[config.mk]
export PLATFORM = sky130hd
export DESIGN_NAME = alu_op_sequencer
export DESIGN_NICKNAME = d
export VERILOG_FILES = /design/src/rtl/alu_op_sequencer.sv
export SDC_FILE = /design/constraint.sdc
export NUM_CORES = 1
export LEC_CHECK = 0
export BUFFER_PORTS_ARGS = -buffer_cell sky130_fd_sc_hd__buf_2
export CAP_MARGIN = 20
export CORE_UTILIZATION = 32
export CTS_BUF_LIST = sky130_fd_sc_hd__clkbuf_8
export DETAILED_ROUTE_END_ITERATION = 7
export HOLD_SLACK_MARGIN = 0.15
export PLACE_DENSITY = 0.57
export SLEW_MARGIN = 0
export SYNTH_ARGS = -nofsm -noshare
export SYNTH_HDL_FRONTEND = slang
export SYNTH_SLANG_ARGS = --single-unit
[constraint.sdc]
create_clock -name clock -period 2.35 [get_ports clock]
set_input_delay 0.1175 -clock clock [delete_from_list [all_inputs] [get_ports clock]]
set_output_delay 0.1175 -clock clock [all_outputs]
set_load 0.03 [all_outputs]
[src/rtl/alu_op_sequencer.sv]
// rtl/alu_op_sequencer.sv - IDLE/LOADY/EXEC/CAPT control sequencer for a one-hot ALU datapath.
// Optional abort/aborted port pair is built only when ALU_SEQ_ABORT_EN is defined.
module alu_op_sequencer #(
  parameter int MULDIV_WAIT = 4
) (
  input  logic        clock,
  input  logic        clear,
  input  logic        start,
  input  logic [3:0]  opcode,
`ifdef ALU_SEQ_ABORT_EN
  input  logic        abort,
  output logic        aborted,
`endif
  output logic        Yin,
  output logic [12:0] op_sel,
  output logic        Zin,
  output logic        hi_valid,
  output logic        busy,
  output logic        done,
  output logic        illegal
);

  typedef enum logic [1:0] {IDLE, LOADY, EXEC, CAPT} state_t;

  localparam logic [3:0] OP_MUL  = 4'd6;
  localparam logic [3:0] OP_DIV  = 4'd9;
  localparam logic [3:0] OP_LAST = 4'd12;
  localparam logic [3:0] MD_LOAD = 4'(MULDIV_WAIT - 1);

  state_t     state_q, state_d;
  logic [3:0] cnt_q, cnt_d;
  logic [3:0] op_q, op_d;
  logic       illegal_q, illegal_d;
  logic       is_muldiv;

  assign is_muldiv = (op_q == OP_MUL) || (op_q == OP_DIV);

`ifdef ALU_SEQ_ABORT_EN
  logic aborted_q, aborted_d;
  logic abort_hit;

  // Abort only bites while the operation can still be dropped without a Z write.
  assign abort_hit = abort && ((state_q == LOADY) || (state_q == EXEC));
`endif

  always_ff @(posedge clock or negedge clear) begin
    if (!clear) begin
      state_q   <= IDLE;
      cnt_q     <= 4'd0;
      op_q      <= 4'd0;
      illegal_q <= 1'b0;
`ifdef ALU_SEQ_ABORT_EN
      aborted_q <= 1'b0;
`endif
    end else begin
      state_q   <= state_d;
      cnt_q     <= cnt_d;
      op_q      <= op_d;
      illegal_q <= illegal_d;
`ifdef ALU_SEQ_ABORT_EN
      aborted_q <= aborted_d;
`endif
    end
  end

  always_comb begin
    state_d   = state_q;
    cnt_d     = cnt_q;
    op_d      = op_q;
    illegal_d = 1'b0;
    case (state_q)
      IDLE: begin
        if (start) begin
          if (opcode <= OP_LAST) begin
            op_d    = opcode;
            state_d = LOADY;
          end else begin
            illegal_d = 1'b1;
          end
        end
      end
      LOADY: begin
        state_d = EXEC;
        cnt_d   = is_muldiv ? MD_LOAD : 4'd0;
      end
      EXEC: begin
        if (cnt_q == 4'd0) begin
          state_d = CAPT;
        end else begin
          cnt_d = cnt_q - 4'd1;
        end
      end
      CAPT: begin
        state_d = IDLE;
      end
      default: begin
        state_d = IDLE;
      end
    endcase
`ifdef ALU_SEQ_ABORT_EN
    aborted_d = 1'b0;
    if (abort_hit) begin
      state_d   = IDLE;
      cnt_d     = 4'd0;
      aborted_d = 1'b1;
    end
`endif
  end

  // op_sel decodes the latched opcode so a changing opcode input cannot glitch the ALU.
  always_comb begin
    Yin      = (state_q == LOADY);
    busy     = (state_q != IDLE);
    op_sel   = 13'd0;
    Zin      = 1'b0;
    done     = 1'b0;
    hi_valid = 1'b0;
    illegal  = illegal_q;
    if ((state_q == EXEC) || (state_q == CAPT)) begin
      op_sel = 13'd1 << op_q;
    end
    if (state_q == CAPT) begin
      Zin      = 1'b1;
      done     = 1'b1;
      hi_valid = is_muldiv;
    end
  end

`ifdef ALU_SEQ_ABORT_EN
  assign aborted = aborted_q;
`endif

endmodule
=== After elaboration in Yosys (flattened, before gate mapping) ===
Cells that the tools add are included.

* Shifts and indexed selects: 1
* Add/sub/neg operators: 1
* Equal/unequal tests: 9
* Reduce and logical (&&, ||, !) cells: 9
* Multiplexer cells: 13
* Magnitude comparators: 1

{| class="wikitable"
|+ Operators with widths
! cell !! number
|-
| $mux 13 || 1
|-
| $shl 1x4->13 const A || 1
|-
| $mux 2 || 4
|-
| $ne 2x2->1 const B || 4
|-
| $pmux 2 s4 || 1
|-
| $pmux 4 s2 || 1
|-
| $reduce_and 3->1 || 2
|-
| $mux 1 || 5
|-
| $eq 2x2->1 const B || 2
|-
| $eq 4x3->1 const B || 1
|-
| $eq 4x4->1 const B || 1
|-
| $le 4x4->1 const B || 1
|-
| $logic_not 4->1 || 1
|-
| $mux 4 || 1
|-
| $reduce_bool 2->1 || 2
|-
| $sub 4x1->4 const B || 1
|-
| $eq 2x1->1 const B || 1
|-
| $logic_not 2->1 || 1
|-
| $logic_or 1x1->1 || 2
|-
| $reduce_and 2->1 || 1
|}

* Bits in registers: 11
* Output and inout bits: 19
* Logic and storage cells: 38
* Input port bits: 7

=== Longest topological paths before layout ===
Gate-level depths: netlist of run 1.

* Word-level depth: 4
* Depth in mapped cells: 6
* Depth with buffers taken out: 5

=== Worst setup path before layout of run 1 ===
Ideal clock, no wire load.

* Path type: reg2out
* Start: reg state_q[0]
* End: out op_sel[8]
* Path slack: 0.220 ns
* Data arrival time: 2.012 ns
* Path buffers: 1
* Data required time: 2.233 ns
* Stages on the path, launching flop included: 7
* Cells stage by stage: dfrtp_1 -> inv_1 -> ha_1 -> buf_2 -> nor2_1 -> or3b_2 -> nor3_1

* Word-level cells in the longest chain between the ends: 3
* Elaborated cells on any way between the ends: 4
* Classes of those cells: eq/ne (2); mux (1); reduce/logical (1)

{| class="wikitable"
|+ Ends and longest elaborated chain
! element !! line !! source
|-
| start: declaration || 30 || <nowiki>state_t state_q, state_d;</nowiki>
|-
| start signal: assignment || 56 || <nowiki>state_q <= state_d;</nowiki>
|-
| $eq 2x2->1 || 119 || <nowiki>if ((state_q == EXEC) || (state_q == CAPT)) begin</nowiki>
|-
| $logic_or 1x1->1 * || 119 ||
|-
| $mux 13 * || 119 ||
|-
| end: declaration || 15 || <nowiki>output logic [12:0] op_sel,</nowiki>
|}

Mark *: on every way between the ends. The rest lies on a longest branch, timed or not.

=== Worst setup path after layout of run 1 ===
Same ends and word-level chain as after synthesis.

==> flow_metrics.env, run 1 <==
export IMPL_area_growth_syn_to_layout_pct=26.2
export IMPL_drive_gt1_frac=0.327
export IMPL_setup_worst_path_end_class="primary output"
export IMPL_io_pins=26
export IMPL_vias_per_cell=4.96
export IMPL_r2r_end="state_q[1]$_DFFE_PN0P_"
export IMPL_grt_pass1_wl_um=3060
export IMPL_overflow=0
export IMPL_path_max_fanout=4
export IMPL_cts_root_buffer="clkbuf_8"
export IMPL_clk_path_buf_depth=2
export IMPL_drt_initial_drc_count=14
export IMPL_via_count=684
export IMPL_synth_edff_count=0
export IMPL_critPathKind="register to primary output"
export IMPL_drc=0
export IMPL_max_vdd_ir_drop_uv=727
export IMPL_dpl_hpwl_um=1310
export IMPL_n_fill_cell=226
export IMPL_skew_ps=3.42
export IMPL_antenna_found_initial=0
export IMPL_clk_pin_slew_ps=50
export IMPL_drtPass1Iterations=4
export IMPL_fin_nets=124
export IMPL_synth_top_cells_by_count="nor2_1 (12), dfrtp_1 (11), inv_1 (7), ha_1 (6), mux2i_1 (5)"
export IMPL_initial_core_util=0.348
export IMPL_netlist_top_cell_by_area="dfrtp_1"
export IMPL_cts_max_level=1
export IMPL_drt_wl_total_um=1820
export IMPL_ys_types=32
export IMPL_core_rowCount=17
export IMPL_async_flop_share=1.00
export IMPL_die_h_um=51.5
export IMPL_fin_tns_setup_ps=0
export IMPL_die_area_sq_um=2650
export IMPL_leakagePower_uw=0.000507
export IMPL_period_share=0.836
export IMPL_yosys_warnings=0
export IMPL_outcome="complete, no violations"
export IMPL_grt_pass1_vias=646
export IMPL_layout_min_cycle_time_ps=1970
export IMPL_required_ps=2230
export IMPL_rsz0062_at_grt="no"
export IMPL_insertedDiodeCount=0
export IMPL_cts_tree="built"
export IMPL_hold_depth=2
export IMPL_cp_start_kind="register"
export IMPL_p_per_area_nw_per_um2=1410
export IMPL_ant_nets=0
export IMPL_cp_arrival_ps=1850
export IMPL_post_route_util=0.439
export IMPL_power_uw=1390
export IMPL_synth_seq_cells=11
export IMPL_regArea_sq_um=275
export IMPL_multi_input_area_sq_um=455
export IMPL_synth_nets=96
export IMPL_io_buffers=25
export IMPL_cts_made_buffers=3
export IMPL_ys_seq_area_frac=0.351
export IMPL_syn_area_per_cell_sq_um=9.45
export IMPL_finalHoldViolCount=0
export IMPL_syn_cell_area_sq_um=785
export IMPL_cts_setup_buffers=0
export IMPL_synth_top_flop_cell="dfrtp_1"
export IMPL_cts_resized=0
export IMPL_r2r_cells=5
export IMPL_clock_fmax_mhz=509
export IMPL_synth_top_area_frac=0.351
export IMPL_wl_per_cell_um=13.2
export IMPL_place_gp_congestion=0.798
export IMPL_die_w_um=51.5
export IMPL_ctsHoldBuffers=2
export IMPL_cap_violations=0
export IMPL_core_area_sq_um=2250
export IMPL_timing_rr_start="cnt_q[0]$_DFFE_PN0P_"
export IMPL_grt_util_all_layers=0.160
export IMPL_worstMarginPinSlew_ps=354
export IMPL_maxSlewHeadroom=0.761
export IMPL_hold_end="op_q[3]$_DFFE_PN0P_"
export IMPL_numClockSinks=11
export IMPL_netlist_instances=83
export IMPL_hp_class="input port to register"
export IMPL_synth_most_common_cell="nor2_1"
export IMPL_clock_latency_ps=240
export IMPL_yosys_top_cells_area="dfrtp_1 (35%), ha_1 (9.6%), mux2i_1 (6.4%)"
export IMPL_min_from="opcode[3]"
export IMPL_grt_max_degree=12
export IMPL_drv_slew=0
export IMPL_r2r_slack_ps=410
export IMPL_setup_viol=0
worst max path at each step:
stage / startpoint / endpoint / slack [ps] / cells after the start
2_1_floorplan: state_q[0]$_DFFE_PN0P_ / op_sel[8] / 220 / 6
3_3_place_gp: cnt_q[0]$_DFFE_PN0P_ / state_q[1]$_DFFE_PN0P_ / 540 / 5
3_5_place_dp: cnt_q[0]$_DFFE_PN0P_ / state_q[1]$_DFFE_PN0P_ / 450 / 5
4_1_cts: state_q[0]$_DFFE_PN0P_ / op_sel[8] / 380 / 6
5_1_grt: state_q[0]$_DFFE_PN0P_ / op_sel[8] / 240 / 6
6_report: state_q[0]$_DFFE_PN0P_ / op_sel[8] / 380 / 6
logic make-up after synthesis:
family | count (synthesis) | synth area share
compound gates | 10 | 0.105
fa+ha+maj | 6 | 0.0957
buf+inv | 12 | 0.0686
flops | 11 | 0.351
mux | 10 | 0.136
simple gates | 34 | 0.244
flip-flops by register name, summed over array words and instances, names as in the netlist:
signal   count
op_q         4
illegal      1
state_q      2
cnt_q        4
metal layers:
layer | wire length [um] | GRT usage | part of all wire | vias to the layer above
met4 | 20 | 0.0811 | 0.011 | 0
met2 | 872 | 0.242 | 0.48 | 17
met1 | 838 | 0.212 | 0.46 | 326
met3 | 84 | 0.0380 | 0.046 | 2
met5 | 0 | 0 | 0 | -
li1 | - | - | - | 339
worst max-delay path, cell delays in order (launching register included):
cell and delay, ps:
dfrtp_1 400, inv_1 90, ha_1 190, nor2_1 60
or3b_2 490, nor3_1 140, buf_2 220
cell usage in the layout, fill, tap and decap left out, types with 2 or more instances in the layout:
cell and instances:
mux2i_1 5, nor2_1 12, o21ai_0 2, dlygate4sd3_1 2, nand2_1 2, buf_2 25
nor3_1 4, ha_1 6, nand2b_1 3, clkbuf_8 3, mux2_2 4, dfrtp_1 11
nor4bb_1 2, inv_1 8, nor2b_1 2
cell type report:
type,instances,area share
Tap cell,28,0.0354
Multi-Input combinational cell,60,0.460
Clock inverter,1,0.00379
Clock buffer,3,0.0417
Timing Repair Buffer,28,0.154
Inverter,7,0.0265
Sequential cell,11,0.278
metrics by stage:
stage,cells,setup WS (ps),hold WS [ps],cell area (sq um)
final,138,385,159,990
after global routing,138,241,165,990
after detailed placement,132,450,5.54,925
after global placement,132,543,0.234,925
after CTS,138,382,164,990
after floorplan,83,220,-178,785
power breakdown:
group | total, uW | switching [uW] | internal [uW]
logic | 820 | 476 | 344
registers | 390 | 113 | 277
clock network | 183 | 68.6 | 114
total | 1390 | 658 | 735
(Power assumes the default switching activity.)
==> inputs of run 2 (changes only) <==
==> constraint.sdc (replaced) <==
create_clock -name clock -period 2 [get_ports clock]
set_input_delay 0.1 -clock clock [delete_from_list [all_inputs] [get_ports clock]]
set_output_delay 0.1 -clock clock [all_outputs]
set_load 0.03 [all_outputs]
==> flow_metrics.env, run 2 (synthesis results as in run 1) <==
export IMPL_slowest_delay_ps=500
export IMPL_post_route_util=0.468
export IMPL_drtPass1Iterations=4
export IMPL_drc=0
export IMPL_vias_per_cell=4.91
export IMPL_die_w_um=51.5
export IMPL_setup_viol=0
export IMPL_core_rowCount=17
export IMPL_antenna_found_initial=0
export IMPL_timing_rr_start="cnt_q[1]$_DFFE_PN0P_"
export IMPL_max_vdd_ir_drop_uv=745
export IMPL_clock_latency_ps=240
export IMPL_outcome="complete, no violations"
export IMPL_critical_path_top_delay_family="simple AND/OR/NAND/NOR gates"
export IMPL_dpl_hpwl_um=1280
export IMPL_rsz0062_at_grt="yes"
export IMPL_grt_pass1_vias=651
export IMPL_crit_buf_inv=2
export IMPL_via_count=697
export IMPL_overflow=0
export IMPL_drv_slew=0
export IMPL_reg_top3="cnt_q (4), op_q (4), state_q (2)"
export IMPL_layout_commonest_cell="buf_2"
export IMPL_setup_worst_path_end_class="primary output"
export IMPL_die_area_sq_um=2650
export IMPL_drt_wl_total_um=1750
export IMPL_period_share=0.959
export IMPL_leakagePower_uw=0.000522
export IMPL_cap_violations=0
export IMPL_ant_nets=0
export IMPL_r2r_slack_ps=110
export IMPL_clk_path_buf_depth=2
export IMPL_grt_util_all_layers=0.150
export IMPL_maxSlewHeadroom=0.743
export IMPL_skew_ps=5.86
export IMPL_drive_gt1_frac=0.342
export IMPL_slowest_stage="or3b_2"
export IMPL_p_per_area_nw_per_um2=1580
export IMPL_clock_fmax_mhz=521
export IMPL_grt_pass1_wl_um=2910
export IMPL_cts_max_level=1
export IMPL_io_pins=26
export IMPL_grt_max_degree=12
export IMPL_cts_root_buffer="clkbuf_8"
export IMPL_critPathKind="register to primary output"
export IMPL_path_max_fanout=4
export IMPL_drt_initial_drc_count=10
export IMPL_final_cell_mix="buf_2 (20), nor2_1 (12), dfrtp_1 (11)"
export IMPL_cts_made_buffers=3
export IMPL_path_cells="inv_1 -> ha_2 -> nor2_1 -> or3b_2 -> nor2_1 -> clkbuf_4"
export IMPL_layout_min_cycle_time_ps=1920
export IMPL_crit_start="state_q[0]$_DFFE_PN0P_"
export IMPL_required_ps=1900
export IMPL_die_h_um=51.5
export IMPL_hp_class="input port to asynchronous set/reset pin"
export IMPL_cts_setup_buffers=0
export IMPL_numClockSinks=11
export IMPL_finalHoldViolCount=0
export IMPL_io_buffers=25
export IMPL_fin_tns_setup_ps=0
export IMPL_cpMostUsedCell="nor2_1"
export IMPL_place_gp_congestion=0.716
export IMPL_cp_start_kind="register"
export IMPL_area_growth_syn_to_layout_pct=34.6
export IMPL_insertedDiodeCount=0
export IMPL_fin_nets=128
export IMPL_cp_arrival_ps=1820
export IMPL_worstMarginPinSlew_ps=380
export IMPL_wl_per_cell_um=12.3
export IMPL_initial_core_util=0.348
export IMPL_timing_hold_ws_ps=256
export IMPL_clk_pin_slew_ps=50
export IMPL_core_area_sq_um=2250
export IMPL_cts_tree="built"
## run 2: cell count changes in the layout (fill, tap and decap cells not counted), moves of 2 or more
cell / previous run / this run
clkbuf_4: 0 / 3
dlygate4sd3_1: 2 / 6
buf_2: 25 / 20
buf_4: 1 / 3
## run 2: worst paths after layout
kind	end	cells after the start
min reg2reg	state_q[1]$_DFFE_PN0P_	1
max	op_sel[10]	6
max reg2reg	state_q[1]$_DFFE_PN0P_	5
min in group clock	state_q[1]$_DFFE_PN0P_	1
min	op_q[2]$_DFFE_PN0P_	2
max in group asynchronous	illegal$_DFF_PN0_	2
## run 2: stage by stage
stage	cell area, sq um	std cells	worst slack (ps)	total power, uW
6_report	1060	142	81.5	1670
2_1_floorplan	796	83	-19.3	1220
3_5_place_dp	936	132	113	1430
3_3_place_gp	936	132	183	1400
5_1_grt	1060	142	-44.8	1800
4_1_cts	1040	142	44.0	1670
## run 2: cell type report
cell class / count / area, sq um
timing repair buffer: 32 / 205
fill: 219 / 1200
sequential: 11 / 275
tap: 28 / 35.0
clock buffer: 3 / 41.3
clock inverter: 1 / 3.75
multi-input combinational: 60 / 469
inverter: 7 / 26.3
## run 2: layer usage
metal | share of wire | GRT usage | vias to the layer above
met4 | 0.041 | 0.113 | 0
met3 | 0.050 | 0.0234 | 9
met2 | 0.45 | 0.234 | 23
met5 | 0 | 0 | -
li1 | - | - | 347
met1 | 0.46 | 0.184 | 318
## run 2: power by group
group,total [uW],switching [uW],internal [uW],leakage (uW)
Sequential,460,134,326,0.000135
Combinational,987,564,423,0.000360
Clock,220,85.2,135,0.0000269
Total,1670,783,884,0.000522
## run 2: timing repair
| item | in CTS | in global routing |
|---|---|---|
| endpoints found under the hold margin | 16 | 0 |
| resized for setup | 0 | 7 |
| hold buffers | 6 | 0 |
| endpoints found under the setup margin | 0 | 6 |
